**config.mk**
```make
export PLATFORM = sky130hd
export DESIGN_NAME = clock_chip_prog_flat
export DESIGN_NICKNAME = d
export VERILOG_FILES = /design/src/rtl/word_if.sv /design/src/rtl/clock_chip_prog.sv /design/src/flat_wrapper.sv
export SDC_FILE = /design/constraint.sdc
export NUM_CORES = 1
export LEC_CHECK = 0
export BUFFER_PORTS_ARGS = -buffer_cell sky130_fd_sc_hd__buf_2
export CORE_UTILIZATION = 28
export DETAILED_ROUTE_END_ITERATION = 8
export PLACE_DENSITY = 0.48
export SYNTH_ARGS = -nofsm -noshare
export SYNTH_HDL_FRONTEND = slang
export SYNTH_SLANG_ARGS = --single-unit
export TNS_END_PERCENT = 50
```
**constraint.sdc**
```tcl
create_clock -name clk -period 3.2 [get_ports clk]
set_clock_uncertainty 0.15 [all_clocks]
set_input_delay 0.32 -clock clk [delete_from_list [all_inputs] [get_ports clk]]
set_output_delay 0.32 -clock clk [all_outputs]
set_load 0.01 [all_outputs]
```
**src/rtl/word_if.sv**
```systemverilog
// rtl/word_if.sv - register-word valid/ready handshake into the clock chip programmer
interface word_if #(
    parameter int WORD_BITS = 24
) ();
    logic [WORD_BITS-1:0] word_data;
    logic                 word_last;
    logic                 word_valid;
    logic                 word_ready;

    modport master (
        output word_data,
        output word_last,
        output word_valid,
        input  word_ready
    );

    modport slave (
        input  word_data,
        input  word_last,
        input  word_valid,
        output word_ready
    );
endinterface

```
**src/rtl/clock_chip_prog.sv**
```systemverilog
// rtl/clock_chip_prog.sv - serial programming sequencer and lock monitor for the board clock synthesizer
module clock_chip_prog #(
    parameter int WORD_BITS    = 24,
    parameter int CLK_DIV      = 4,
    parameter int LOCK_STABLE  = 1024,
    parameter int LOCK_TIMEOUT = 2000000
) (
    input  logic    clk,
    input  logic    reset,
    word_if.slave   word,
    output logic    clock_clk,
    output logic    clock_data,
    output logic    clock_le,
    input  logic    clock_ftest_ld,
    output logic    busy,
    output logic    locked,
    output logic    lock_err,
    output logic    lock_lost
);

    localparam int DW = $clog2(CLK_DIV + 1);
    localparam int BW = $clog2(WORD_BITS + 1);
    localparam int SW = $clog2(LOCK_STABLE + 1);
    localparam int TW = $clog2(LOCK_TIMEOUT + 1);

    localparam logic [DW-1:0] DIV_LAST = DW'(CLK_DIV - 1);
    localparam logic [BW-1:0] BIT_LAST = BW'(WORD_BITS - 1);
    localparam logic [SW-1:0] STABLE_N = SW'(LOCK_STABLE);
    localparam logic [TW-1:0] TMO_N    = TW'(LOCK_TIMEOUT);

    typedef enum logic [2:0] {
        IDLE,
        SHIFT_LO,
        SHIFT_HI,
        LATCH,
        GAP,
        LOCK_WAIT
    } state_t;

    state_t                state_q, state_d;
    logic [DW-1:0]         div_q, div_d;
    logic [BW-1:0]         bit_q, bit_d;
    logic [WORD_BITS-1:0]  shreg_q, shreg_d;
    logic                  last_q, last_d;
    logic [SW-1:0]         stable_q, stable_d;
    logic [TW-1:0]         tmo_q, tmo_d;
    logic                  locked_q, locked_d;
    logic                  err_q, err_d;
    logic                  lost_q, lost_d;
    logic                  init_q;
    logic                  ld_meta_q, ld_s_q;

    logic                  div_done;
    logic [SW-1:0]         stable_inc;
    logic [TW-1:0]         tmo_inc;

    always_ff @(posedge clk) begin
        if (reset) begin
            state_q   <= IDLE;
            div_q     <= '0;
            bit_q     <= '0;
            shreg_q   <= '0;
            last_q    <= 1'b0;
            stable_q  <= '0;
            tmo_q     <= '0;
            locked_q  <= 1'b0;
            err_q     <= 1'b0;
            lost_q    <= 1'b0;
            init_q    <= 1'b1;
            ld_meta_q <= 1'b0;
            ld_s_q    <= 1'b0;
        end else begin
            state_q   <= state_d;
            div_q     <= div_d;
            bit_q     <= bit_d;
            shreg_q   <= shreg_d;
            last_q    <= last_d;
            stable_q  <= stable_d;
            tmo_q     <= tmo_d;
            locked_q  <= locked_d;
            err_q     <= err_d;
            lost_q    <= lost_d;
            init_q    <= 1'b0;
            ld_meta_q <= clock_ftest_ld;
            ld_s_q    <= ld_meta_q;
        end
    end

    assign div_done   = (div_q == DIV_LAST);
    assign stable_inc = stable_q + SW'(1);
    assign tmo_inc    = tmo_q + TW'(1);

    always_comb begin
        state_d         = state_q;
        div_d           = '0;
        bit_d           = bit_q;
        shreg_d         = shreg_q;
        last_d          = last_q;
        stable_d        = '0;
        tmo_d           = '0;
        locked_d        = locked_q;
        err_d           = err_q;
        lost_d          = lost_q;
        clock_clk       = 1'b0;
        clock_data      = 1'b0;
        clock_le        = 1'b0;
        word.word_ready = 1'b0;

        case (state_q)
            IDLE: begin
                // init_q keeps ready low for the cycle right after reset
                word.word_ready = !init_q;
                if (locked_q && !ld_s_q) begin
                    locked_d = 1'b0;
                    lost_d   = 1'b1;
                end
                if (word.word_valid && !init_q) begin
                    shreg_d  = word.word_data;
                    last_d   = word.word_last;
                    bit_d    = '0;
                    locked_d = 1'b0;
                    err_d    = 1'b0;
                    lost_d   = 1'b0;
                    state_d  = SHIFT_LO;
                end
            end
            SHIFT_LO: begin
                clock_data = shreg_q[WORD_BITS-1];
                div_d      = div_done ? '0 : div_q + DW'(1);
                if (div_done) begin
                    state_d = SHIFT_HI;
                end
            end
            SHIFT_HI: begin
                clock_clk  = 1'b1;
                clock_data = shreg_q[WORD_BITS-1];
                div_d      = div_done ? '0 : div_q + DW'(1);
                if (div_done) begin
                    shreg_d = {shreg_q[WORD_BITS-2:0], 1'b0};
                    bit_d   = bit_q + BW'(1);
                    state_d = (bit_q == BIT_LAST) ? LATCH : SHIFT_LO;
                end
            end
            LATCH: begin
                clock_le = 1'b1;
                div_d    = div_done ? '0 : div_q + DW'(1);
                if (div_done) begin
                    state_d = GAP;
                end
            end
            GAP: begin
                div_d = div_done ? '0 : div_q + DW'(1);
                if (div_done) begin
                    state_d = last_q ? LOCK_WAIT : IDLE;
                end
            end
            LOCK_WAIT: begin
                stable_d = ld_s_q ? stable_inc : '0;
                tmo_d    = tmo_inc;
                // a stable lock on the timeout cycle still counts as locked
                if (ld_s_q && (stable_inc == STABLE_N)) begin
                    locked_d = 1'b1;
                    state_d  = IDLE;
                end else if (tmo_inc == TMO_N) begin
                    err_d   = 1'b1;
                    state_d = IDLE;
                end
            end
            default: begin
                state_d = IDLE;
            end
        endcase
    end

    assign busy      = (state_q != IDLE);
    assign locked    = locked_q;
    assign lock_err  = err_q;
    assign lock_lost = lost_q;

endmodule

```
**src/flat_wrapper.sv**
```systemverilog
// flat-port wrapper written by rule: the top's interface ports become plain ports
module clock_chip_prog_flat 
#(
    parameter int WORD_BITS    = 24,
    parameter int CLK_DIV      = 4,
    parameter int LOCK_STABLE  = 1024,
    parameter int LOCK_TIMEOUT = 2000000
)
  (clk, reset, clock_clk, clock_data, clock_le, clock_ftest_ld, busy, locked, lock_err, lock_lost, word_word_data, word_word_last, word_word_valid, word_word_ready);
  word_if #(.WORD_BITS(WORD_BITS)) word_i ();
  input  logic clk;
  input  logic reset;
  output logic clock_clk;
  output logic clock_data;
  output logic clock_le;
  input  logic clock_ftest_ld;
  output logic busy;
  output logic locked;
  output logic lock_err;
  output logic lock_lost;
  input wire logic [$bits(word_i.word_data)-1:0] word_word_data;
  input wire logic [$bits(word_i.word_last)-1:0] word_word_last;
  input wire logic [$bits(word_i.word_valid)-1:0] word_word_valid;
  output wire logic [$bits(word_i.word_ready)-1:0] word_word_ready;
  assign word_i.word_data = word_word_data;
  assign word_i.word_last = word_word_last;
  assign word_i.word_valid = word_word_valid;
  assign word_word_ready = word_i.word_ready;
  clock_chip_prog #(.WORD_BITS(WORD_BITS), .CLK_DIV(CLK_DIV), .LOCK_STABLE(LOCK_STABLE), .LOCK_TIMEOUT(LOCK_TIMEOUT)) u_core (.clk(clk), .reset(reset), .word(word_i), .clock_clk(clock_clk), .clock_data(clock_data), .clock_le(clock_le), .clock_ftest_ld(clock_ftest_ld), .busy(busy), .locked(locked), .lock_err(lock_err), .lock_lost(lock_lost));
endmodule
```
==> PnR_summary.wiki, run 1 <==
{| class="wikitable"
! Metric !! Value
|-
| Simple logic cell fraction of the synthesized area || 23.9%
|-
| Wire length of the first global-routing pass || 12.7 mm
|-
| Hold violation total from the final report || 0
|-
| Maxcap violations || 0
|-
| Series of cell instances along the critical path || ha_1 > nand4_1 > nor4_1 > buf_4 > o21ai_0 > a211oi_1 > nand4_2 > a31o_1
|-
| HPWL after DPL || 4.99 mm
|-
| Count of antenna diodes in the layout || 0
|-
| Drt total wl || approximately 7.3 mm
|-
| Final worst path period need || 2.54 ns
|-
| Height of the chip || 114 um
|-
| Post-synthesis adder-cell area fraction || 2.14%
|-
| Post-synth top area cell || dfxtp_1
|-
| Final count of negative-setup-slack endpoints || 0
|-
| Largest fanout on the critical path || 8
|-
| Reg power frac || 44.4%
|-
| Beginning of the worst register-to-register path || u_core.tmo_q[0]$_SDFF_PP0_
|-
| Maximum number of pins on one net before global-route repair || 55
|-
| Netlist area before placement || ~0.0035 mm^2
|-
| Overflow left after global routing || 0
|-
| Leading cell type by number of instances after synthesis || dfxtp_1
|-
| Max-slew violation count || 0
|-
| Non-Filler Cell Area, Final || 0.00419 mm^2
|-
| Clk network pwr share || approximately half
|-
| Count of nets after finishing || around 470
|-
| Die Area || 0.0130 mm^2
|-
| Setup repair after global routing missed its margin || false
|-
| Antenna-violating nets left || 0
|-
| Path type of the worst setup path || flop to flop
|-
| Post-CTS Hold Buffers || 0
|-
| Most area-consuming cells after synthesis || dfxtp_1 42%, nor2_1 7.3%, mux2i_1 6.8%
|-
| Count of boundary I/O pins || 37
|-
| Share of async-settable or async-resettable flops after synthesis || 0%
|-
| Overall track demand over capacity in global routing || 12.4%
|-
| Layout cells sized above 1 || between 15 and 20%
|-
| Timing-limited maximum frequency || 0.394 GHz
|-
| Number of gates resized after CTS || 0
|-
| Sequential cell area fraction in the yosys report || a little over two fifths
|-
| Main combinational cell family by area after synthesis || simple AND/OR/NAND/NOR gates
|-
| Filler cell count in the final layout || 1299
|-
| Antenna violations before repair || 0
|-
| Critical path's largest stage delay || 0.43 ns
|-
| Num rows || 40
|-
| Largest vdd supply drop || about 0.26 mV
|-
| Gate count after technology mapping || 402
|-
| Slew headroom || approximately 61%
|-
| Area share of the leading cell type in the synthesized netlist || a little over two fifths
|-
| Top post-synthesis cells by count || 74 x dfxtp_1, 68 x nor2_1, 25 x a211oi_1
|-
| Synthesis warning total || 0
|-
| XOR/XNOR share of the synthesized area || 6.74%
|-
| Per-instance average area after synthesis || 8.73 um^2
|-
| Number of instances on the worst hold path || 2
|-
| Clock Sink Count || between 70 and 80
|-
| Initial cell density of the core || ~29%
|-
| Hold path endpoint || u_core.ld_meta_q$_SDFF_PP0_
|-
| Worst Max-Slew Pin Slew || between 0.5 and 0.6 ns
|-
| Count of buffers from port buffering || 36
|-
| Sw Share || 20.7%
|-
| Primary FF master, synth || dfxtp_1
|-
| Source-to-sink clock delay at the later pin of the worst-skew pair || 0.33 ns
|-
| Data arrival, critical path || 2.61 ns
|-
| Result of the run || completed
|-
| Root buf cell || clkbuf_16
|-
| Fraction of the mapped netlist area in compound gates || ~14%
|-
| Hold Startpoint || clock_ftest_ld
|-
| Clock Path Buffers || 2
|-
| Vias || around 2800
|-
| Area of the placeable core || 0.0121 mm^2
|-
| Sum Neg Setup Slack || 0 ns
|-
| Cell-internal power || 1.75 mW
|-
| Width of the chip || 114 um
|-
| Endpoint of the lowest-slack register-to-register path || u_core.state_q[2]$_SDFFE_PP0P_
|-
| Pre-antenna DRT Iters || 4
|-
| Post-detailed-route wirelength per cell || between 10 and 15 um
|-
| Sw power || 0.456 mW
|-
| Cells on worst reg2reg path || 8
|-
| Detailed router's first-iteration violation count || 94
|-
| Global placer's final weighted congestion || 0.781
|-
| Number of global-route vias before repair || 2731
|-
| Standard cell area after detailed placement || 0.00386 mm^2
|-
| Number of buffers added by the clock tree synthesis step || 9
|-
| Worst endpoint required time || 3.27 ns
|-
| Critical path launch point type || flop
|-
| FF+latch count, synth || 74
|-
| Post-synth EDFFs || 0
|-
| Clock Pin Slew Worst Setup and Hold Paths || ~0.06 ns
|-
| Number of H-tree branching levels || 3
|-
| Slowest cell on the critical path || dfxtp_1
|-
| Remaining routing DRC violations || 0
|-
| Pwr/cell area || 526 mW/mm^2
|-
| Number of library cell types mapped by synthesis || 54
|-
| Vias per cell || approximately 4.7
|-
| Combinational group share of total power || 5.5%
|-
| Static Leakage || 1.41 nW
|-
| Post-CTS Repair Setup Buffers || 0
|-
| Signed area change from the synthesized netlist to the final layout || 19.3%
|-
| Synthesized net count || approximately 440
|-
| Sort of element at the end of the critical path || flop
|-
| TritonCTS clock tree || yes
|-
| Multiplexer fraction of the synthesized cell area || 7.17%
|-
| Reg-to-reg setup timing slack || between 0.6 and 0.7 ns
|-
| Final worst path period share || 79.4%
|-
| Worst Hold Class || input pin to flop
|}
==> placed cells by master (no fill, tap or decap), drive strengths merged, types with 9 or more instances in the layout <==
master  Yosys  layout
a211oi     25      25
a21oi      11      11
buf         5      41
clkbuf     17      12
dfxtp      74      74
inv        10      10
mux2i      24      24
nand2      24      24
nand3      11      11
nand4      13      13
nor2       68      68
o21ai      12      12
or3         9       9
xnor2      13      13
xor2       14      14
==> critical path: cells and delay by family (launching register included) <==
kind / cells / cell delay (ns)
fa+ha+maj: 1 / 0.26
simple gates: 3 / 0.76
flops: 1 / 0.43
buf+inv: 1 / 0.19
compound gates: 3 / 0.64
==> power by group through the flow <==
stage                     clock (mW)  combinational (mW)  sequential (mW)
final                           1.10               0.121            0.979
after CTS                       1.14               0.123            0.979
after floorplan                    0              0.0922            0.987
after global routing            1.18               0.140            0.983
after global placement             0               0.121            0.998
after detailed placement           0               0.123            0.999
==> worst max-delay path by stage <==
stage                                          start                              to  slack (ns)  cells past startpoint
after floorplan           u_core.tmo_q[0]$_SDFF_PP0_  u_core.state_q[2]$_SDFFE_PP0P_        0.83                      7
after global placement    u_core.tmo_q[0]$_SDFF_PP0_  u_core.state_q[2]$_SDFFE_PP0P_        0.73                      8
after detailed placement  u_core.tmo_q[0]$_SDFF_PP0_  u_core.state_q[2]$_SDFFE_PP0P_        0.65                      8
after CTS                 u_core.tmo_q[0]$_SDFF_PP0_  u_core.state_q[2]$_SDFFE_PP0P_        0.63                      8
after global routing      u_core.tmo_q[0]$_SDFF_PP0_  u_core.state_q[2]$_SDFFE_PP0P_        0.46                      8
final                     u_core.tmo_q[0]$_SDFF_PP0_  u_core.state_q[2]$_SDFFE_PP0P_        0.66                      8
==> layer usage <==
layer / wire length, um / track usage, % / up-vias
met5: 0 / 0 / -
met3: 409 / 4.41 / 9
met2: 3330 / 19.5 / 44
li1: - / - / 1485
met1: 3430 / 15.0 / 1301
met4: 129 / 5.71 / 0
==> registers in the layout, indices dropped and copies added (netlist names) <==
signal / count
u_core.locked: 1
u_core.last_q: 1
u_core.stable_q: 11
u_core.state_q: 3
u_core.lock_err: 1
u_core.div_q: 3
u_core.ld_s_q: 1
u_core.ld_meta_q: 1
u_core.shreg_q: 24
u_core.tmo_q: 21
u_core.bit_q: 5
u_core.lock_lost: 1
u_core.init_q: 1
==> cell type report <==
class                   instances  area [um^2]  area share, %
multi-input cells             296         1910           45.7
flip-flops and latches         74         1480           35.4
clock buffers                  12          267           6.37
repair buffers                 41          218           5.20
well taps                     168          210           5.02
clock inverters                 2         60.1           1.43
inverters                      10         37.5          0.897
==> per-stage QoR <==
step | worst slack, ns | power (mW) | hold slack [ns] | utilization [%] | instances
floorplan | 0.833 | 1.08 | 0.198 | - | 402
global placement | 0.729 | 1.12 | 0.256 | 31.9 | 589
detailed placement | 0.654 | 1.12 | 0.260 | 31.9 | 589
CTS | 0.631 | 2.24 | 0.0440 | 34.6 | 603
global route | 0.464 | 2.31 | 0.0733 | 34.6 | 603
finish | 0.661 | 2.20 | 0.0526 | 34.6 | 603
==> cell families after synthesis <==
family / count (synthesis)
AOI/OAI and AO/OA: 71
adders and majority gates: 6
xor gates and xnor gates: 27
and+or+nand+nor: 167
DFF: 74
muxes: 25
buffers and inverters: 32
No activity file was read; power rests on OpenSTA's default activity.
==> inputs of run 2 (changes only) <==
ABC_AREA = 1   (was not set)
clock period = 2.4 ns   (was 3.2 ns; I/O delays follow)
==> run 2 against run 1 <==
Via count increased by 16%. Sequential power increased by 52%. Combinational power increased to 6.7 times the previous value. Final cell count increased by 21%. Cell area increased by 1.0%. Clock power increased by 7%. Worst setup slack got worse by 0.42 ns. Register-to-register slack got worse by 0.39 ns. Power increased by 58%. Highest routed layer unchanged. Wire length increased by 9.1%. First-iteration DRC count increased by 57%. Area after synthesis increased by 1.5%. Largest power group is now registers.
==> PnR_summary.wiki, run 2 <==
{| class="wikitable"
! Metric !! Value
|-
| Slew headroom || 50.3% (was 61.3%)
|-
| Worst Max-Slew Pin Slew || 0.745 ns (was 0.580 ns)
|-
| Path type of the worst setup path || flop to primary output (was flop to flop)
|-
| Final count of negative-setup-slack endpoints || 0 (unchanged)
|-
| Count of buffers from port buffering || 36 (unchanged)
|-
| Num rows || 40 (unchanged)
|-
| Detailed router's first-iteration violation count || 148 (was 94)
|-
| Count of boundary I/O pins || 37 (unchanged)
|-
| Antenna-violating nets left || 0 (unchanged)
|-
| Signed area change from the synthesized netlist to the final layout || 18.7% (was 19.3%)
|-
| Count of antenna diodes in the layout || 0 (unchanged)
|-
| Antenna violations before repair || 0 (unchanged)
|-
| Final worst path period share || 89.8%
|-
| Height of the chip || 115 um (was 114 um)
|-
| Maximum number of pins on one net before global-route repair || 50 (was 55)
|-
| Largest vdd supply drop || 0.420 mV (was 0.263 mV)
|-
| Remaining routing DRC violations || 0 (unchanged)
|-
| Number of library cell types mapped by synthesis || 35 (was 54)
|-
| Result of the run || completed (unchanged)
|-
| Filler-free cell count of the finished design || 728 (was 603)
|-
| Leading cell type by number of instances after synthesis || nand2_1 (was dfxtp_1)
|-
| FF+latch count, synth || 74 (unchanged)
|-
| Post-detailed-route wirelength per cell || 10.9 um (was 12.1 um)
|-
| Static Leakage || 1.70 nW (was 1.41 nW)
|-
| Area share of the leading cell type in the synthesized netlist || 41.6% (was 42.2%)
|-
| Width of the chip || 115 um (was 114 um)
|-
| Vias || 3281 (was 2839)
|-
| Sequential cell area fraction in the yosys report || 41.6% (was 42.2%)
|-
| Max FFs per register || 24 (unchanged)
|-
| Number of global-route vias before repair || 3169 (was 2731)
|-
| Hold violation total from the final report || 0 (unchanged)
|-
| Share of async-settable or async-resettable flops after synthesis || 0% (unchanged)
|-
| Final Worst Setup Slack || 0.245 ns (was 0.661 ns)
|-
| Layout Utilization || 34.6% (about the same)
|-
| Post-Route Hold Slack || 0.0209 ns (was 0.0526 ns)
|-
| HPWL after DPL || 5.72 mm (was 4.99 mm)
|-
| Post-synth top area cell || dfxtp_1 (unchanged)
|-
| Overflow left after global routing || 0 (unchanged)
|-
| Drt total wl || 7.96 mm (was 7.30 mm)
|-
| Filler cell count in the final layout || 1335 (was 1299)
|-
| Sort of element at the end of the critical path || primary output (was flop)
|-
| Count of nets after finishing || 591 (was 467)
|-
| Pre-antenna DRT Iters || 4 (unchanged)
|-
| Cell count after placement || 710 (was 589)
|-
| Netlist area before placement || 0.00356 mm^2 (was 0.00351 mm^2)
|-
| Timing-limited maximum frequency || around 0.46 GHz
|-
| Die Area || 0.0132 mm^2 (was 0.0130 mm^2)
|-
| Max-slew violation count || 0 (unchanged)
|-
| Critical path launch point type || flop (unchanged)
|-
| Most common cell after layout, fill and taps aside || nand2_1 (was dfxtp_1)
|-
| Sequential cell area || 0.00148 mm^2 (unchanged)
|-
| Post-synth EDFFs || 0 (unchanged)
|-
| Most frequent cells in the layout || 144 x nand2_1, 74 x dfxtp_1, 69 x nor2_1 (was 74 x dfxtp_1, 68 x nor2_1, 36 x buf_2)
|-
| Post-CTS Repair Setup Buffers || 0 (unchanged)
|-
| Wire length of the first global-routing pass || 13.8 mm (was 12.7 mm)
|-
| Gate count after technology mapping || 515 (was 402)
|-
| Global placer's final weighted congestion || 0.779 (was 0.781)
|-
| Synthesis warning total || 0 (unchanged)
|-
| Per-instance average area after synthesis || 6.92 um^2 (was 8.73 um^2)
|-
| Top post-synthesis cells by count || 144 x nand2_1, 74 x dfxtp_1, 69 x nor2_1 (was 74 x dfxtp_1, 68 x nor2_1, 25 x a211oi_1)
|-
| TritonCTS clock tree || yes (unchanged)
|-
| Pre-CTS worst setup slack || 0.244 ns (was 0.654 ns)
|-
| Vias per cell || 4.51 (was 4.71)
|-
| Overall track demand over capacity in global routing || 13.4% (was 12.4%)
|-
| Largest fanout on the critical path || 14 (was 8)
|-
| Clock Sink Count || 74 (unchanged)
|-
| Synthesized net count || 550 (was 437)
|-
| Most area-consuming cells after synthesis || dfxtp_1 42%, nand2_1 15%, nor2_1 7.3% (was dfxtp_1 42%, nor2_1 7.3%, mux2i_1 6.8%)
|-
| Tot Pwr || 3.49 mW (was 2.20 mW)
|-
| Number of H-tree branching levels || 3 (unchanged)
|-
| Biggest regs || u_core.shreg_q x24, u_core.tmo_q x21, u_core.stable_q x11 (unchanged)
|-
| Area of the placeable core || 0.0122 mm^2 (was 0.0121 mm^2)
|-
| Data arrival, critical path || 1.77 ns (was 2.61 ns)
|-
| Source-to-sink clock delay at the later pin of the worst-skew pair || 0.33 ns (about the same)
|-
| Layout cells sized above 1 || 14.1% (was 15.9%)
|-
| Clock Pin Slew Worst Setup and Hold Paths || 0.05 ns (was 0.06 ns)
|-
| Pwr/cell area || 825 mW/mm^2 (was 526 mW/mm^2)
|-
| Final worst path period need || 2.16 ns
|-
| Worst Hold Class || input pin to flop (unchanged)
|-
| Number of buffers added by the clock tree synthesis step || 9 (unchanged)
|-
| Worst endpoint required time || 2.01 ns (was 3.27 ns)
|-
| Initial cell density of the core || 29.2% (was 29.0%)
|-
| Root buf cell || clkbuf_16 (unchanged)
|-
| Area of the multi-input gates || 0.00182 mm^2 (was 0.00191 mm^2)
|-
| Maxcap violations || 0 (unchanged)
|-
| Largest register by flop count || u_core.shreg_q (unchanged)
|-
| Primary FF master, synth || dfxtp_1 (unchanged)
|-
| Setup repair after global routing missed its margin || true (was false)
|-
| Clock Path Buffers || 2 (unchanged)
|}
## run 2: logic make-up after synthesis
family	synth area share (%)
flip-flops	41.6
buffers and inverters	7.51
AND/OR/NAND/NOR	33.6
adder cells (fa/ha/maj)	2.11
AO/OA/AOI/OAI	13.2
XOR/XNOR	1.97
## run 2: timing repair
action,4_1_cts,5_1_grt
setup endpoints to repair,0,3
hold buffers,3,0
endpoints found under the hold margin,3,0
resized for setup,0,3
## run 2: per-stage QoR
step                      TNS (ns)  area [um^2]
after global routing       -0.0105         4230
after detailed placement         0         3940
after global placement           0         3940
after floorplan                  0         3560
final                            0         4230
after CTS                        0         4220
## run 2: layout make-up
cell class                      count  share of cell area, %
Clock buffer                       12                   5.59
Timing Repair Buffer               44                   5.86
Tap cell                          168                   4.97
Clock inverter                      3                  0.414
Inverter                           56                   5.09
Sequential cell                    74                   35.0
Multi-Input combinational cell    371                   43.1
## run 2: report_power, final
group	switching (mW)	leakage [nW]	internal [mW]
sequential	0.0918	0.603	1.40
combinational	0.537	0.977	0.275
clock	0.494	0.122	0.691
## run 2: routing by layer
layer  share of wire (%)  global-route usage (%)
met4                 2.1                    7.97
met2                  45                    21.6
met1                  50                    16.5
met3                 2.8                    2.90
met5                   0                       0
## run 2: worst max-delay path, stage by stage, from the launching register on
cell and delay, ns:
dfxtp_1 0.32, inv_1 0.16, nand2_1 0.14, nor2_2 0.17, clkinvlp_4 0.27, a21boi_0 0.22
buf_2 0.16
## run 2: path summary, 6_finish.rpt
path / startpoint / end / slack [ns] / cells past startpoint
worst max-delay path: u_core.state_q[2]$_SDFFE_PP0P_ / clock_data / 0.24 / 6
worst min-delay path: word_word_data[18] / u_core.shreg_q[18]$_SDFFE_PP0P_ / 0.02 / 3
worst max register to register: u_core.tmo_q[0]$_SDFF_PP0_ / u_core.state_q[2]$_SDFFE_PP0P_ / 0.27 / 14
worst min register to register: u_core.ld_meta_q$_SDFF_PP0_ / u_core.ld_s_q$_SDFF_PP0_ / 0.27 / 2
